<file path="src/rtl/block_mover_if.sv">
// Handshake bundle between the game controller and the moving-block generator.
// The controller drives the master side; block_mover sits on the slave side.
interface block_mover_if;
  logic       start_level;
  logic [3:0] block_size_in;
  logic [1:0] speed;
  logic       stop_btn;
  logic [8:0] curr_block_start;
  logic [8:0] curr_block_end;
  logic [3:0] curr_block_size;
  logic       stop_true;
  logic       moving;

  modport master (
    output start_level, block_size_in, speed, stop_btn,
    input  curr_block_start, curr_block_end, curr_block_size, stop_true, moving
  );

  modport slave (
    input  start_level, block_size_in, speed, stop_btn,
    output curr_block_start, curr_block_end, curr_block_size, stop_true, moving
  );
endinterface

</file>
<file path="src/rtl/block_mover.sv">
// Moving block of the block-stacker game: slides across the playfield, bounces off the
// walls at a programmable tick rate and freezes on a rising edge of the stop button.
module block_mover #(
  parameter int unsigned SCREEN_W = 320,
  parameter int unsigned CELL_W   = 16,
  parameter int unsigned STEP_PX  = 16,
  parameter int unsigned TICK_DIV = 1666666
) (
  input logic          clk,
  input logic          reset,
  block_mover_if.slave bus
);

  localparam int unsigned MaxCells = SCREEN_W / CELL_W;
  localparam int unsigned CntW     = $clog2(TICK_DIV + 1);

  typedef enum logic [1:0] {StIdle, StMove, StStopped} state_e;

  state_e          state_q;
  logic            dir_left_q;
  logic [1:0]      speed_q;
  logic [CntW-1:0] cnt_q;
  logic            stop_prev_q;
  logic [8:0]      start_q;
  logic [8:0]      end_q;
  logic [3:0]      size_q;
  logic            stop_true_q;
  logic            moving_q;

  logic [3:0]      size_new;
  logic [8:0]      width_new;
  logic [8:0]      width_cur;
  int unsigned     period;
  logic [CntW-1:0] period_m1;
  logic            tick;
  logic            stop_edge;
  logic            fits_right;
  logic            can_left;
  logic [8:0]      step_start;
  logic            step_dir_left;

  assign size_new  = (32'(bus.block_size_in) > MaxCells) ? 4'(MaxCells) : bus.block_size_in;
  assign width_new = 9'(32'(size_new) * CELL_W);
  assign width_cur = 9'(32'(size_q) * CELL_W);

  // A shift that underflows to zero degrades to a step every cycle.
  assign period    = TICK_DIV >> speed_q;
  assign period_m1 = (period == 0) ? '0 : CntW'(period - 1);
  assign tick      = (cnt_q == period_m1);
  assign stop_edge = bus.stop_btn & ~stop_prev_q;

  // Compared in 32 bits so start+width+step cannot wrap the 9-bit position.
  assign fits_right = (32'(start_q) + 32'(width_cur) + STEP_PX) <= SCREEN_W;
  assign can_left   = 32'(start_q) >= STEP_PX;

  always_comb begin
    step_start    = start_q;
    step_dir_left = dir_left_q;
    if (!dir_left_q) begin
      if (fits_right) begin
        step_start = start_q + 9'(STEP_PX);
      end else begin
        step_dir_left = 1'b1;
        if (can_left) step_start = start_q - 9'(STEP_PX);
      end
    end else begin
      if (can_left) begin
        step_start = start_q - 9'(STEP_PX);
      end else begin
        step_dir_left = 1'b0;
        if (fits_right) step_start = start_q + 9'(STEP_PX);
      end
    end
  end

  always_ff @(posedge clk) begin
    if (reset) begin
      state_q     <= StIdle;
      dir_left_q  <= 1'b0;
      speed_q     <= '0;
      cnt_q       <= '0;
      stop_prev_q <= 1'b0;
      start_q     <= '0;
      end_q       <= '0;
      size_q      <= '0;
      stop_true_q <= 1'b0;
      moving_q    <= 1'b0;
    end else begin
      stop_prev_q <= bus.stop_btn;
      if (bus.start_level) begin
        stop_true_q <= 1'b0;
        if (size_new != '0) begin
          state_q    <= StMove;
          moving_q   <= 1'b1;
          dir_left_q <= 1'b0;
          speed_q    <= bus.speed;
          cnt_q      <= '0;
          size_q     <= size_new;
          start_q    <= '0;
          end_q      <= width_new - 9'd1;
        end else begin
          // Zero-size block means game over: park in idle, position held.
          state_q  <= StIdle;
          moving_q <= 1'b0;
        end
      end else begin
        case (state_q)
          StMove: begin
            if (stop_edge) begin
              state_q     <= StStopped;
              stop_true_q <= 1'b1;
              moving_q    <= 1'b0;
              cnt_q       <= '0;
            end else if (tick) begin
              cnt_q      <= '0;
              dir_left_q <= step_dir_left;
              start_q    <= step_start;
              end_q      <= step_start + width_cur - 9'd1;
            end else begin
              cnt_q <= cnt_q + CntW'(1);
            end
          end
          StIdle, StStopped: ;
          default: state_q <= StIdle;
        endcase
      end
    end
  end

  assign bus.curr_block_start = start_q;
  assign bus.curr_block_end   = end_q;
  assign bus.curr_block_size  = size_q;
  assign bus.stop_true        = stop_true_q;
  assign bus.moving           = moving_q;

endmodule

</file>
<file path="src/flat_wrapper.sv">
// flat-port wrapper written by rule: the top's interface ports become plain ports
module block_mover_flat 
#(
  parameter int unsigned SCREEN_W = 320,
  parameter int unsigned CELL_W   = 16,
  parameter int unsigned STEP_PX  = 16,
  parameter int unsigned TICK_DIV = 1666666
)
  (clk, reset, bus_start_level, bus_block_size_in, bus_speed, bus_stop_btn, bus_curr_block_start, bus_curr_block_end, bus_curr_block_size, bus_stop_true, bus_moving);
  block_mover_if bus_i ();
  input logic clk;
  input logic reset;
  input wire logic [$bits(bus_i.start_level)-1:0] bus_start_level;
  input wire logic [$bits(bus_i.block_size_in)-1:0] bus_block_size_in;
  input wire logic [$bits(bus_i.speed)-1:0] bus_speed;
  input wire logic [$bits(bus_i.stop_btn)-1:0] bus_stop_btn;
  output wire logic [$bits(bus_i.curr_block_start)-1:0] bus_curr_block_start;
  output wire logic [$bits(bus_i.curr_block_end)-1:0] bus_curr_block_end;
  output wire logic [$bits(bus_i.curr_block_size)-1:0] bus_curr_block_size;
  output wire logic [$bits(bus_i.stop_true)-1:0] bus_stop_true;
  output wire logic [$bits(bus_i.moving)-1:0] bus_moving;
  assign bus_i.start_level = bus_start_level;
  assign bus_i.block_size_in = bus_block_size_in;
  assign bus_i.speed = bus_speed;
  assign bus_i.stop_btn = bus_stop_btn;
  assign bus_curr_block_start = bus_i.curr_block_start;
  assign bus_curr_block_end = bus_i.curr_block_end;
  assign bus_curr_block_size = bus_i.curr_block_size;
  assign bus_stop_true = bus_i.stop_true;
  assign bus_moving = bus_i.moving;
  block_mover #(.SCREEN_W(SCREEN_W), .CELL_W(CELL_W), .STEP_PX(STEP_PX), .TICK_DIV(TICK_DIV)) u_core (.clk(clk), .reset(reset), .bus(bus_i));
endmodule
</file>
<file path="config.mk">
export PLATFORM = sky130hd
export DESIGN_NAME = block_mover_flat
export DESIGN_NICKNAME = d
export VERILOG_FILES = /design/src/rtl/block_mover_if.sv /design/src/rtl/block_mover.sv /design/src/flat_wrapper.sv
export SDC_FILE = /design/constraint.sdc
export NUM_CORES = 1
export LEC_CHECK = 0
export BUFFER_PORTS_ARGS = -buffer_cell sky130_fd_sc_hd__buf_2
export CAP_MARGIN = 0
export CELL_PAD_IN_SITES_DETAIL_PLACEMENT = 1
export CELL_PAD_IN_SITES_GLOBAL_PLACEMENT = 1
export CORE_MARGIN = 4
export CORE_UTILIZATION = 49
export CTS_BUF_LIST = sky130_fd_sc_hd__clkbuf_8
export DETAILED_ROUTE_END_ITERATION = 6
export PLACE_DENSITY_LB_ADDON = 0.05
export SYNTH_ARGS = -nofsm -noshare
export SYNTH_HDL_FRONTEND = slang
export SYNTH_SLANG_ARGS = --single-unit
export TNS_END_PERCENT = 5
</file>
<file path="constraint.sdc">
create_clock -name clk -period 7.8 [get_ports clk]
set_input_delay 0.39 -clock clk [delete_from_list [all_inputs] [get_ports clk]]
set_output_delay 0.39 -clock clk [all_outputs]
set_load 0.005 [all_outputs]
</file>
== After elaboration in Yosys (flattened, before gate mapping) ==
Cells that the tools add are included.

* Add/sub/neg operators: 9
* Magnitude comparators: 2
* Eq/ne operators: 7
* Shift operators: 1
* Mux-type cells: 37
* Bitwise operators: 2
* Reductions and logical operators: 14

{| class="wikitable"
|+ Operators with widths
! cell !! number
|-
| $mux 9 || 15
|-
| $mux 21 || 6
|-
| $add 32x5->32 const B || 1
|-
| $le 32x9->1 const B || 1
|-
| $logic_not 32->1 || 1
|-
| $shr 21x2->32 const A || 1
|-
| $add 21x1->21 const B || 1
|-
| $eq 21x21->1 || 1
|-
| $sub 21x1->21 const B || 1
|-
| $mux 1 || 13
|-
| $add 9x8->10 || 1
|-
| $reduce_and 2->1 || 5
|-
| $add 9x5->9 const B || 1
|-
| $add 9x8->9 || 1
|-
| $ge 9x5->1 const B || 1
|-
| $sub 8x1->9 const B || 1
|-
| $sub 9x1->9 const B || 1
|-
| $sub 9x5->9 const B || 1
|-
| $reduce_bool 2->1 || 3
|-
| $mux 2 || 2
|-
| $ne 2x2->1 const B || 2
|-
| $pmux 2 s2 || 1
|-
| $reduce_and 4->1 || 1
|-
| $reduce_bool 4->1 || 1
|-
| 8 further kinds || 9
|}

* Register bits after elaboration: 51

== Depth between registers and ports, before layout ==
* Depth after elaboration: 12
* Depth in mapped cells: 17
* Depth with buffers taken out: 17

== Worst setup path after synthesis ==
Ideal clock, no wire load.

* Kind: reg-to-reg
* Start: register u_core.start_q[4] (netlist: u_core.bus.curr_block_start[4])
* End: register u_core.end_q[8] (netlist: u_core.bus.curr_block_end[8])
* Data arrival time: 3.366 ns
* Path slack: 4.314 ns
* Stages on the path, launching flop included: 17
* Buffers on the path: 0
* Clock period less this slack: 3.486 ns
* Path through: dfxtp_1 ha_1 fa_1 xnor2_1 a31oi_1 a31oi_1 o21bai_1 nand3_1 and2_1 ha_1 inv_1 ha_1 a21o_1 a21oi_1 xnor2_1 nor3_1 a211o_1

* Cells in the longest elaborated chain, start to end: 12
* Elaborated cells between the ends (all ways): 17
* Classes of those cells: add/sub: 6; order compare: 2; mux: 9

{| class="wikitable"
|+ Ends and longest elaborated chain
! item !! line !! text
|-
| start: declaration || block_mover.sv:24 || <nowiki>logic [8:0] start_q;</nowiki>
|-
| start signal: assignment || block_mover.sv:117 || <nowiki>start_q <= step_start;</nowiki>
|-
| $add 9x8->10 || block_mover.sv:53 || <nowiki>assign fits_right = (32'(start_q) + 32'(width_cur) + STEP_PX) <= SCREEN_W;</nowiki>
|-
| $add 32x5->32 || block_mover.sv:53 ||
|-
| $le 32x9->1 || block_mover.sv:53 ||
|-
| $mux 9 || block_mover.sv:71 || <nowiki>if (fits_right) step_start = start_q + 9'(STEP_PX);</nowiki>
|-
| $mux 9 || block_mover.sv:67 || <nowiki>if (can_left) begin</nowiki>
|-
| $mux 9 * || block_mover.sv:59 || <nowiki>if (!dir_left_q) begin</nowiki>
|-
| $add 9x8->9 * || block_mover.sv:118 || <nowiki>end_q <= step_start + width_cur - 9'd1;</nowiki>
|-
| $sub 9x1->9 * || block_mover.sv:118 ||
|-
| $mux 9 * || block_mover.sv:114 || <nowiki>end else if (tick) begin</nowiki>
|-
| $mux 9 * || block_mover.sv:109 || <nowiki>if (stop_edge) begin</nowiki>
|-
| $mux 9 * || block_mover.sv:107 || <nowiki>case (state_q)</nowiki>
|-
| $mux 9 * || block_mover.sv:90 || <nowiki>if (bus.start_level) begin</nowiki>
|-
| end signal: assignment || block_mover.sv:100 || <nowiki>end_q <= width_new - 9'd1;</nowiki>
|-
| end signal: assignment || block_mover.sv:118 ||
|-
| end: declaration || block_mover.sv:25 || <nowiki>logic [8:0] end_q;</nowiki>
|}

Every way passes the cells marked *; elsewhere a longest branch is shown, timed or not. The select of a mux whose other input is x is not followed.
A chain may end at the register's enable or synchronous reset.

== Worst setup path after layout ==
Same ends and word-level chain as after synthesis.

==> flow_summary.toml <==
[finish]
multi_input_area_um2 = 1902
nNetsFinal = 420
regArea_um2 = 900.9
fin_util_pct = 55.29
fill_cells = 743
drive_above_1_share_pct = 12.04
finalInstanceArea_um2 = 3254
area_growth_pct = 9.608
diodes = 0

[clocking]
cts_tree = "built"
h-tree-depth = 2
cts.sinks = 45
clkTransAtPathRegs_ps = 90
cts_hold_buf = 0
cts-resized-gates = 0
insertion_delay_ps = 300
clk_path_buf_depth = 2
clock_tree.root_cell = "clkbuf_8"
cts_made_buffers = 5
post_cts.repair.setup_buffers = 0

[timing]
postLayoutSetupSlackWorst_ps = 3987
post-route-min-period_ps = 3813
timing.final.crit_share_pct = 48.88
rsz0062_at_grt = "no"
slew_headroom_pct = 47.68
setup_viol = 0
skew_ps = 12.15
tns_ps = 0
fmax_mhz = 262.3
tightest_slew_ps = 784.3
hold_viol = 0
slew_violations = 0

[setup_path]
worstPathArrival_ps = 4020
crit_chain = "ha_1 > fa_1 > xnor2_1 > a32oi_1 > a31oi_1 > o21bai_1 > nand3_1 > and2_1 > ha_1 > inv_1 > ha_1 > a21o_1 > a21oi_1 > xnor2_1 > nor3_1 > a211o_1"
required_ps = 8000
worstRegToRegCells = 16
critPathKind = "flop to flop"
critPathCaptureType = "flop"
crit_path_start_kind = "flop"
critPathMaxFanout = 9
slowest_stage = "fa_1"
critical_path.max_stage_delay_ps = 440
cp_common_cell = "ha_1"

[logic_synthesis]
synth_flop_cell = "dfxtp_1"
syn_inst = 356
synth_top_area_share_pct = 30.34
yosys.area.top_type = "dfxtp_1"
synth_area_leaders = "dfxtp_1 30%, ha_1 11%, nor2_1 6.2%"
yosysMostFrequentCell = "nor2_1"
synth_edf_count = 0
synth_common_cells = "49 x nor2_1, 45 x dfxtp_1, 27 x ha_1, 27 x inv_1"
ys_ff_latch = 45
ys_warn_count = 0
netlist_area_um2 = 2969
async_flop_share_pct = 0
ys_seq_area_share_pct = 30.34
synth_cell_types = 54
postSynthAreaPerCell_um2 = 8.340

[route]
finalWirelength_um = 7227
drc = 0
avgRoutedWirePerCell_um = 15.81
vias_per_cell = 5.514
ant_nets = 0
first_iter_violations = 68
dr.pass1.iters = 4
vias = 2520

[flow_run]
drv_cap = 0

[place]
io_buffers = 29
post_dp_cell_area_um2 = 3151
dp_hpwl_um = 5444
place_congestion = 0.8164
dp_slack_ps = 4007

[global_route]
grt_antenna_before_repair = 0
gr-total-overflow = 0
grt_usage_pct = 21.09
grt_pass1_wl_um = 12540
grt_start_max_net_pins = 31
grt_pass1_vias = 2615

[floorplan]
core_area_um2 = 5886
rows = 28
dieHeight_um = 85.84
die-area_um2 = 7369
die_w_um = 85.84
io_pins = 34
start_util_pct = 50.45

[pwr]
vdd_drop_max_uv = 98.24
p_per_area_nw_per_um2 = 148.7
power_mw = 0.4838
p_leak_nw = 1.350

[outcome]
status = "finished, final reports clean"

[worst_hold_path]
holdPathStages = 2
hold_class = "input port to flop"
-- metrics by stage --
| step | cells | hold slack [ps] |
|---|---|---|
| final | 457 | 307.4 |
| after global routing | 457 | 313.6 |
| after CTS | 457 | 293.8 |
| after detailed placement | 450 | 434.4 |
| after global placement | 450 | 431.8 |
| after floorplan | 359 | 442.1 |
-- cells by family (layout without fill, tap and decap cells) --
group           count (synthesis)  in the layout  synth area share [%]
compound gates                 49             49                 10.62
xor+xnor                       38             38                 11.46
flops                          45             45                 30.34
fa+ha+maj                      28             28                 12.05
buf+inv                        41             64                 5.984
other cells                     1              4                0.1263
mux                            10             10                 3.540
simple gates                  144            144                 25.87
-- worst paths after layout --
check | start | slack, ps | end
max reg2reg | u_core.bus.curr_block_start[4] | 3990 | u_core.bus.curr_block_end[8]
min reg2reg | u_core.bus.curr_block_end[0] | 450 | u_core.bus.curr_block_end[0]
min | bus_stop_btn | 310 | u_core.stop_prev_q
max | u_core.bus.curr_block_start[4] | 3990 | u_core.bus.curr_block_end[8]
-- metal layers --
metal  wire length, um  global-route usage [%]  vias up
li1                  -                       -     1264
met3               172                   3.554        8
met4               101                   5.755        0
met5                 0                       0        -
met1              3207                   24.93     1226
met2              3746                   39.05       22
-- cell type report --
cell class | count | area share (%)
flip-flops and latches | 45 | 27.68
inverters | 27 | 3.114
clock inverters | 2 | 1.077
well taps | 75 | 2.884
multi-input cells | 273 | 58.44
repair buffers | 30 | 4.690
clock buffers | 5 | 2.115
-- worst max-delay path, delay by kind of cell (launching register included) --
kind	cells	cell delay, ps
adder cells (fa/ha/maj)	4	1280
AO/OA/AOI/OAI	6	1260
flip-flops	1	400
AND/OR/NAND/NOR	3	390
XOR/XNOR	2	340
buffers and inverters	1	40
-- state kept, by name (all words and copies together), names as in the netlist, 2 cells and up --
| signal | count |
|---|---|
| u_core.bus.curr_block_start | 5 |
| u_core.cnt_q | 21 |
| u_core.speed_q | 2 |
| u_core.state_q | 2 |
| u_core.bus.curr_block_size | 4 |
| u_core.bus.curr_block_end | 7 |
-- layout by cell type (no fill, tap or decap), types with 2 or more instances in the layout --
cell type  instances
a211o_1            2
nand3_1           21
a21o_1             2
a21oi_1           21
and4bb_1           2
buf_2             29
a31oi_1            3
ha_1              27
clkbuf_8           5
and4b_1            2
or2_1              2
inv_1             27
xor2_1            21
nor3b_1            6
o21ai_1            3
and2_1             3
nand2_1           17
dfxtp_1           45
nand4_1            8
and3b_1            2
nor2_1            49
conb_1             4
a32oi_1            4
mux2i_1            8
and3_1             3
or3_1              4
nor2b_1            3
a22oi_1            3
nand2b_1           4
nor3_1             7
xnor2_1           16
o21ai_0            4
nor4_1             3
-- where the power goes --
group	internal, mW	leakage (nW)	switching (mW)
clock network	0.0933	0.0540	0.0820
logic	0.0276	0.930	0.0393
registers	0.235	0.366	0.00613
total	0.356	1.35	0.127
(Power assumes the default switching activity.)
